## config.mk

```make
export PLATFORM = sky130hd
export DESIGN_NAME = regfile_wb_arbiter
export DESIGN_NICKNAME = d
export VERILOG_FILES = /design/src/rtl/regfile_wb_arbiter.sv
export SDC_FILE = /design/constraint.sdc
export NUM_CORES = 1
export LEC_CHECK = 0
export BUFFER_PORTS_ARGS = -buffer_cell sky130_fd_sc_hd__buf_2
export CAP_MARGIN = 20
export CORE_MARGIN = 4
export CORE_UTILIZATION = 48
export DETAILED_ROUTE_END_ITERATION = 8
export MAX_ROUTING_LAYER = met4
export PLACE_DENSITY = 0.82
export SETUP_SLACK_MARGIN = 0.1
export SYNTH_ARGS = -nofsm -noshare
export SYNTH_HDL_FRONTEND = slang
export SYNTH_SLANG_ARGS = --single-unit
```

## constraint.sdc

```tcl
create_clock -name Clk -period 2.45 [get_ports Clk]
set_input_delay 0.3675 -clock Clk [delete_from_list [all_inputs] [get_ports Clk]]
set_output_delay 0.3675 -clock Clk [all_outputs]
set_load 0.02 [all_outputs]
```

## src/rtl/regfile_wb_arbiter.sv

```systemverilog
// Purpose: shares the register-file write port between pipeline WB and the long mul/div unit, and tracks pending long writes.
// Latency: the write mux is combinational (0 cycles); a blocked long result is granted at most MAX_WAIT cycles after it is first presented.
// Backpressure: the pipe always wins the port except in DRAIN; the long unit holds LongValid until LongReady; DRAIN raises StallPipe for one cycle.
module regfile_wb_arbiter #(
  parameter int MAX_WAIT = 4,
  parameter int CNT_W    = 3
) (
  input  logic        Clk,
  input  logic        Reset,
  input  logic        PipeWrEn,
  input  logic [4:0]  PipeRW,
  input  logic [31:0] PipeBusW,
  input  logic        LongValid,
  input  logic [4:0]  LongRW,
  input  logic [31:0] LongBusW,
  output logic        LongReady,
  input  logic        IssueLong,
  input  logic [4:0]  IssueRd,
  input  logic [4:0]  RA_Chk,
  input  logic [4:0]  RB_Chk,
  output logic        RABusy,
  output logic        RBBusy,
  output logic        RegWr,
  output logic [4:0]  RW,
  output logic [31:0] BusW,
  output logic        StallPipe,
  output logic [31:0] Pending,
  output logic        ProtoErr
);

  typedef enum logic [1:0] {
    S_IDLE  = 2'd0,
    S_WAIT  = 2'd1,
    S_DRAIN = 2'd2
  } state_t;

  state_t           state_q, state_d;
  logic [CNT_W-1:0] cnt_q, cnt_d;
  logic [31:0]      pending_q, pending_d;
  logic             err_q, err_d;

  logic             pipe_block;
  logic             long_acc;
  logic             issue_set;
  logic             fsm_err;
  logic             sb_err;
  logic [31:0]      set_vec;
  logic [31:0]      clr_vec;

  // A pipe write to R0 is a no-op and never occupies the port.
  assign pipe_block = PipeWrEn & (PipeRW != 5'd0);
  assign LongReady  = (state_q == S_DRAIN) | ~pipe_block;
  assign long_acc   = LongValid & LongReady;
  assign StallPipe  = (state_q == S_DRAIN);
  assign Pending    = pending_q;
  assign ProtoErr   = err_q;
  assign RABusy     = pending_q[RA_Chk];
  assign RBBusy     = pending_q[RB_Chk];

  // Write-port mux: pipe has priority unless the long unit is being drained.
  always_comb begin
    RegWr = 1'b0;
    RW    = 5'd0;
    BusW  = 32'd0;
    if (pipe_block && (state_q != S_DRAIN)) begin
      RegWr = 1'b1;
      RW    = PipeRW;
      BusW  = PipeBusW;
    end else if (long_acc) begin
      RegWr = 1'b1;
      RW    = LongRW;
      BusW  = LongBusW;
    end
  end

  // Arbitration FSM: count blocked cycles and force a drain before starvation.
  always_comb begin
    state_d = state_q;
    cnt_d   = cnt_q;
    fsm_err = 1'b0;
    case (state_q)
      S_IDLE: begin
        if (LongValid && !LongReady) begin
          state_d = S_WAIT;
          cnt_d   = CNT_W'(1);
        end
      end
      S_WAIT: begin
        if (long_acc) begin
          state_d = S_IDLE;
          cnt_d   = '0;
        end else if (!LongValid) begin
          // Valid dropped before acceptance: handshake violation.
          state_d = S_IDLE;
          cnt_d   = '0;
          fsm_err = 1'b1;
        end else if (cnt_q == CNT_W'(MAX_WAIT - 1)) begin
          state_d = S_DRAIN;
        end else begin
          cnt_d = cnt_q + CNT_W'(1);
        end
      end
      S_DRAIN: begin
        // Long unit owns the port this cycle; a pipe write here is lost.
        state_d = S_IDLE;
        cnt_d   = '0;
        if (!LongValid || pipe_block) begin
          fsm_err = 1'b1;
        end
      end
      default: begin
        state_d = S_IDLE;
        cnt_d   = '0;
      end
    endcase
  end

  // Scoreboard update and protocol checks; a set beats a same-cycle clear.
  always_comb begin
    issue_set = IssueLong & (IssueRd != 5'd0);
    set_vec   = issue_set ? (32'd1 << IssueRd) : 32'd0;
    clr_vec   = long_acc ? (32'd1 << LongRW) : 32'd0;
    pending_d = ((pending_q & ~clr_vec) | set_vec) & ~32'd1;
    sb_err    = 1'b0;
    if (issue_set && pending_q[IssueRd] && !(long_acc && (LongRW == IssueRd))) begin
      sb_err = 1'b1;
    end
    if (pipe_block && pending_q[PipeRW]) begin
      sb_err = 1'b1;
    end
    if (long_acc && (LongRW != 5'd0) && !pending_q[LongRW]) begin
      sb_err = 1'b1;
    end
    err_d = err_q | sb_err | fsm_err;
  end

  // State registers; reset aborts any in-flight wait or drain.
  always_ff @(posedge Clk or posedge Reset) begin
    if (Reset) begin
      state_q   <= S_IDLE;
      cnt_q     <= '0;
      pending_q <= 32'd0;
      err_q     <= 1'b0;
    end else begin
      state_q   <= state_d;
      cnt_q     <= cnt_d;
      pending_q <= pending_d;
      err_q     <= err_d;
    end
  end

endmodule

```

Word-level counts from Yosys, hierarchy flattened
Cells that the tools add are included.
Widths: inputs -> output; s select.
{"block": "totals", "reg_bits": 37, "inputBits": 94, "elab_cells": 84}
{"block": "classes", "bitwise_logic": 10, "magnitude_cmp": 5, "add_sub_neg": 1, "n_shift": 2, "eq_ne": 8, "mux": 35, "reduce_logical": 19}
{"cell": "$mux 32", "count": 4}
{"cell": "$shl 1x5->32 const A", "count": 2}
{"cell": "$and 32x32->32", "count": 1}
{"cell": "$not 32->32", "count": 1}
{"cell": "$or 32x32->32", "count": 1}
{"cell": "$lt 5x6->1 const B", "count": 5}
{"cell": "$bmux 1 s5", "count": 5}
{"cell": "$reduce_bool 5->1", "count": 3}
{"cell": "$mux 1", "count": 13}
{"cell": "$mux 3", "count": 4}
{"cell": "$mux 5", "count": 2}
{"cell": "$logic_and 1x1->1", "count": 8}
{"cell": "$mux 2", "count": 4}
{"cell": "$ne 4x4->1 const B", "count": 2}
{"cell": "$pmux 3 s2", "count": 1}
{"cell": "$eq 5x5->1", "count": 1}
{"cell": "$logic_not 1->1", "count": 4}
{"cell": "$ne 2x2->1 const B", "count": 2}
{"cell": "$pmux 2 s2", "count": 1}
{"cell": "$reduce_and 2->1", "count": 2}
{"cell": "$add 3x1->3 const B", "count": 1}
{"cell": "$and 1x1->1", "count": 3}
{"cell": "$eq 3x2->1 const B", "count": 1}
{"cell": "$or 1x1->1", "count": 3}
{"cell": "6 further kinds", "count": 6}

Depth between registers and ports, before layout
{"block": "depth", "ltp_word": 13, "ltp_mapped": 9}

Worst setup path before layout
No wires, ideal clock.
{"block": "synth_path", "path_type": "input -> output", "from": "input port PipeRW[2]", "to": "output port RW[3]", "path_stages": 7, "t_required_ns": 2.082, "slack_ns": 0.142, "arrival_time_ns": 1.941, "cell_sequence": "buf_6 > or3_1 > o311a_4 > inv_2 > buf_6 > nand2_1 > o21ai_0"}
{"block": "synth_via", "elab_chain_len": 7}
{"item": "start, declared", "line": "11", "rtl": "input logic [4:0] PipeRW,"}
{"item": "$reduce_bool 5->1", "line": "51", "rtl": "assign pipe_block = PipeWrEn & (PipeRW != 5'd0);"}
{"item": "$and 1x1->1", "line": "51"}
{"item": "$not 1->1", "line": "52", "rtl": "assign LongReady = (state_q == S_DRAIN) | ~pipe_block;"}
{"item": "$or 1x1->1", "line": "52"}
{"item": "via LongReady", "line": "16", "rtl": "output logic LongReady,"}
{"item": "$and 1x1->1", "line": "53", "rtl": "assign long_acc = LongValid & LongReady;"}
{"item": "$mux 5", "line": "69", "rtl": "end else if (long_acc) begin"}
{"item": "$mux 5", "line": "65", "rtl": "if (pipe_block && (state_q != S_DRAIN)) begin"}
{"item": "end, declared", "line": "24", "rtl": "output logic [4:0] RW,"}
The timed path passes the listed nets, and every way through them passes these cells.

Worst setup path in the final report
{"block": "layout_path", "from": "register pending_q[19], in the netlist Pending[19]", "to": "output port RABusy"}
{"block": "layout_via", "elab_chain_len": 2}
{"item": "start, declared", "line": "39", "rtl": "logic [31:0] pending_q, pending_d;"}
{"item": "start signal, assigned", "line": "147", "rtl": "pending_q <= pending_d;"}
{"item": "$bmux 1 s5", "line": "57", "rtl": "assign RABusy = pending_q[RA_Chk];"}
{"item": "$mux 1 (not written as such)", "line": "57"}
{"item": "end, declared", "line": "21", "rtl": "output logic RABusy,"}
Every way passes these cells. The select of a mux whose other input is x is not followed.

==> results.tsv <==
stage	metric	value	unit
global_route	grt_pass1_wl	21.8	mm
yosys	synth_nets	452	
timing	hold-worst-slack	0.162	ns
detailed_routing	drtAntennaViolNets	0	
power_and_ir_drop	leakage	2.24	nW
yosys	synth-seq-cells	37	
place	gp_congestion	1.02	
floorplan	fp.dieH	94.4	microns
floorplan	core_area	7250	sq um
floorplan	die_area	8900	sq um
cts	cts_buffers	5	
final_layout	finish.instance_area	4820	sq um
cts	clk_latency	0.31	ns
hold_path	min_path_type	in -> async	
floorplan	rows	31	
status	status	finished with violations	
yosys	synth-xor-area-share	1.47	%
yosys	synth_area_leaders	dfrtp_1 26%, mux4_2 23%, a22o_1 10%	
yosys	synth_edf_count	0	
yosys	synth.yosys.seq_area_share	25.9	%
yosys	synth_top_area_share	25.9	%
yosys	synthMuxAreaShare	27.7	%
setup_path	cp-start-kind	flop	
timing	relSlewSlack	63.9	%
timing	rsz0062_at_grt	true	
status	violations	DRC, setup timing	
power_and_ir_drop	powerDensity	674	nW/um^2
final_layout	fin_util	66.5	%
yosys	synth_area_leader_cell	dfrtp_1	
cts	clkSinkCount	37	
final_layout	final_common_cell	buf_2	
detailed_routing	vias	4241	
cts	clk_pin_slew	0.08	ns
yosys	synth_cell_type_count	47	
global_route	grt_usage	33.0	%
yosys	synth_ff_type	dfrtp_1	
final_layout	area_growth	34.7	%
timing	maxSlewViolCount	0	
yosys	syn_area_per_cell	10.1	sq um
yosys	synth_top_family_by_area	multiplexers	
power_and_ir_drop	combPwrFrac	56.3	%
setup_path	criticalPathCategory	reg -> out	
job	drv_cap	0	
global_route	grt_pass1_vias	4010	
detailed_routing	drt-vias-per-instance	6.66	
floorplan	start_util	49.4	%
yosys	synthSimpleGateAreaFrac	13.3	%
cts	cts_buffer_depth	2	
global_route	grt_overflow	0	
timing	worst_slack	-0.0530	ns
power_and_ir_drop	p_switching	0.00140	W
cts	cts_tree	yes	
power_and_ir_drop	vdd_ir_drop_max	437	uV
detailed_routing	first_iter_violations	641	
power_and_ir_drop	p_int	0.00185	W
timing	post-route-period-util	102	%
yosys	yosysWarnings	0	
timing	tns	-0.0923	ns
yosys	synth_compound_area_share	23.9	%
yosys	async_flop_share	100	%
timing	fin_crit	2.50	ns
power_and_ir_drop	seq_power_share	29.2	%
yosys	synthAdderAreaFrac	1.75	%
power_and_ir_drop	power.share.switching	43.1	%
detailed_routing	drt_wl_total	14.8	mm
setup_path	crit_path_end_kind	primary output	
yosys	syn_inst	353	
timing	hold_viol_final	0	
place	post-dp-hpwl	11.0	mm
detailed_routing	firstDrtPassIters	9	
setup_path	worstPathRequired	2.08	ns
cts	cts-root-buf	clkbuf_8	
place	io_buffer_count	167	
final_layout	drive_above_1_share	51.3	%
floorplan	die_w	94.4	microns
detailed_routing	drc	1	
place	place_ws	-0.0124	ns
cts	htree_levels	2	
floorplan	ios	169	
power_and_ir_drop	clockPowerShare	14.5	%
timing	setup_viol	2	
final_layout	antenna_cells	0	
timing	worstMarginPinSlew	0.537	ns
final_layout	finish.net_count	636	
final_layout	layout_common_cells	164 x buf_2, 51 x o21ai_0, 42 x a22o_1, 40 x buf_4, 37 x mux4_2	
timing	fin_skew	0.0126	ns
cts	hold_buffers	0	
setup_path	critical_path.max_fanout	3	
global_route	antenna_found_initial	0	
yosys	netlist_area	3580	sq um
setup_path	crit_arrival	2.14	ns
timing	max_freq	400	MHz
global_route	grt_max_degree	38	
place	placed_area	4610	sq um
detailed_routing	wl_per_cell	23.2	microns
==> critical path: stages (launching register included) <==
cell and delay [ns]:
dfrtp_1 0.45, mux4_2 0.51, mux4_2 0.47, mux2_4 0.28, buf_6 0.13
==> synthesized netlist by cell type, types with 3 or more instances <==
master     number
or2_2           3
dfrtp_1        37
nand3_1        12
mux4_2         37
buf_2          15
inv_1           9
o2bb2ai_1       4
clkbuf_1       13
mux2_2          6
o21ai_0        52
a21oi_1         5
buf_6           4
nand3b_1        4
nor3_1          4
ha_1            5
a22o_1         42
xor2_1          6
nand4_1        10
mux2i_1         9
nor2_1         10
nor2b_1         8
nand2_1        19
nand2b_1        5
or3_1           4
==> layout make-up <==
type | instances | area (sq um)
clock buffer | 6 | 82.6
clock inverter | 2 | 13.8
fill | 561 | 2430
inverter | 10 | 37.5
multi-input combinational | 276 | 2470
sequential | 37 | 933
tap | 99 | 124
timing repair buffer | 207 | 1150
==> layer usage <==
metal / global-route usage (%) / vias up / wire [microns]
met3: 10.4 / 82 / 2290
met5: - / - / 0
met4: 12.0 / 0 / 627
li1: - / 1776 / -
met2: 49.2 / 403 / 6640
met1: 42.4 / 1980 / 5220
==> sequential cells by signal, summed over array words and instances, names as in the netlist <==
name,flops
state_q,2
Pending,31
ProtoErr,1
cnt_q,3
==> through the flow <==
| stage | instances | total power [W] |
|---|---|---|
| floorplan | 353 | 0.00192 |
| global placement | 619 | 0.00258 |
| detailed placement | 619 | 0.00264 |
| CTS | 633 | 0.00316 |
| global route | 637 | 0.00337 |
| finish | 637 | 0.00325 |
==> power groups by stage <==
stage | Clock [W] | Combinational [W] | Sequential [W]
finish | 0.000471 | 0.00183 | 0.000950
CTS | 0.000465 | 0.00177 | 0.000930
floorplan | 0 | 0.000842 | 0.00108
global placement | 0 | 0.00164 | 0.000941
detailed placement | 0 | 0.00168 | 0.000952
global route | 0.000494 | 0.00191 | 0.000958
==> path summary, 6_finish.rpt <==
path,cells past startpoint,slack [ns],from,endpoint
worst max-delay path,4,-0.05,Pending[19]$_DFF_PP0_,RABusy
worst min-delay path,3,0.16,Reset,Pending[2]$_DFF_PP0_
worst max register to register,9,0.39,state_q[0]$_DFFE_PP0P_,Pending[7]$_DFF_PP0_
worst min register to register,1,0.49,cnt_q[2]$_DFFE_PP0P_,cnt_q[2]$_DFFE_PP0P_
max in group asynchronous,3,1.90,Reset,Pending[4]$_DFF_PP0_
min in group Clk,3,0.45,IssueLong,Pending[10]$_DFF_PP0_
==> timing repair <==
action                     4_1_cts  5_1_grt
buffers inserted                 5        2
setup endpoints to repair       38       39
gates cloned                     1        2
gates resized for setup         13        5
pin swaps                        0        0
==> kinds of logic after synthesis <==
logic type,count (synthesis)
AOI/OAI and AO/OA,121
DFF,37
other,1
adders and majority gates,5
and+or+nand+nor,88
xor gates and xnor gates,6
muxes,52
buffers and inverters,43
(Power assumes the default switching activity.)
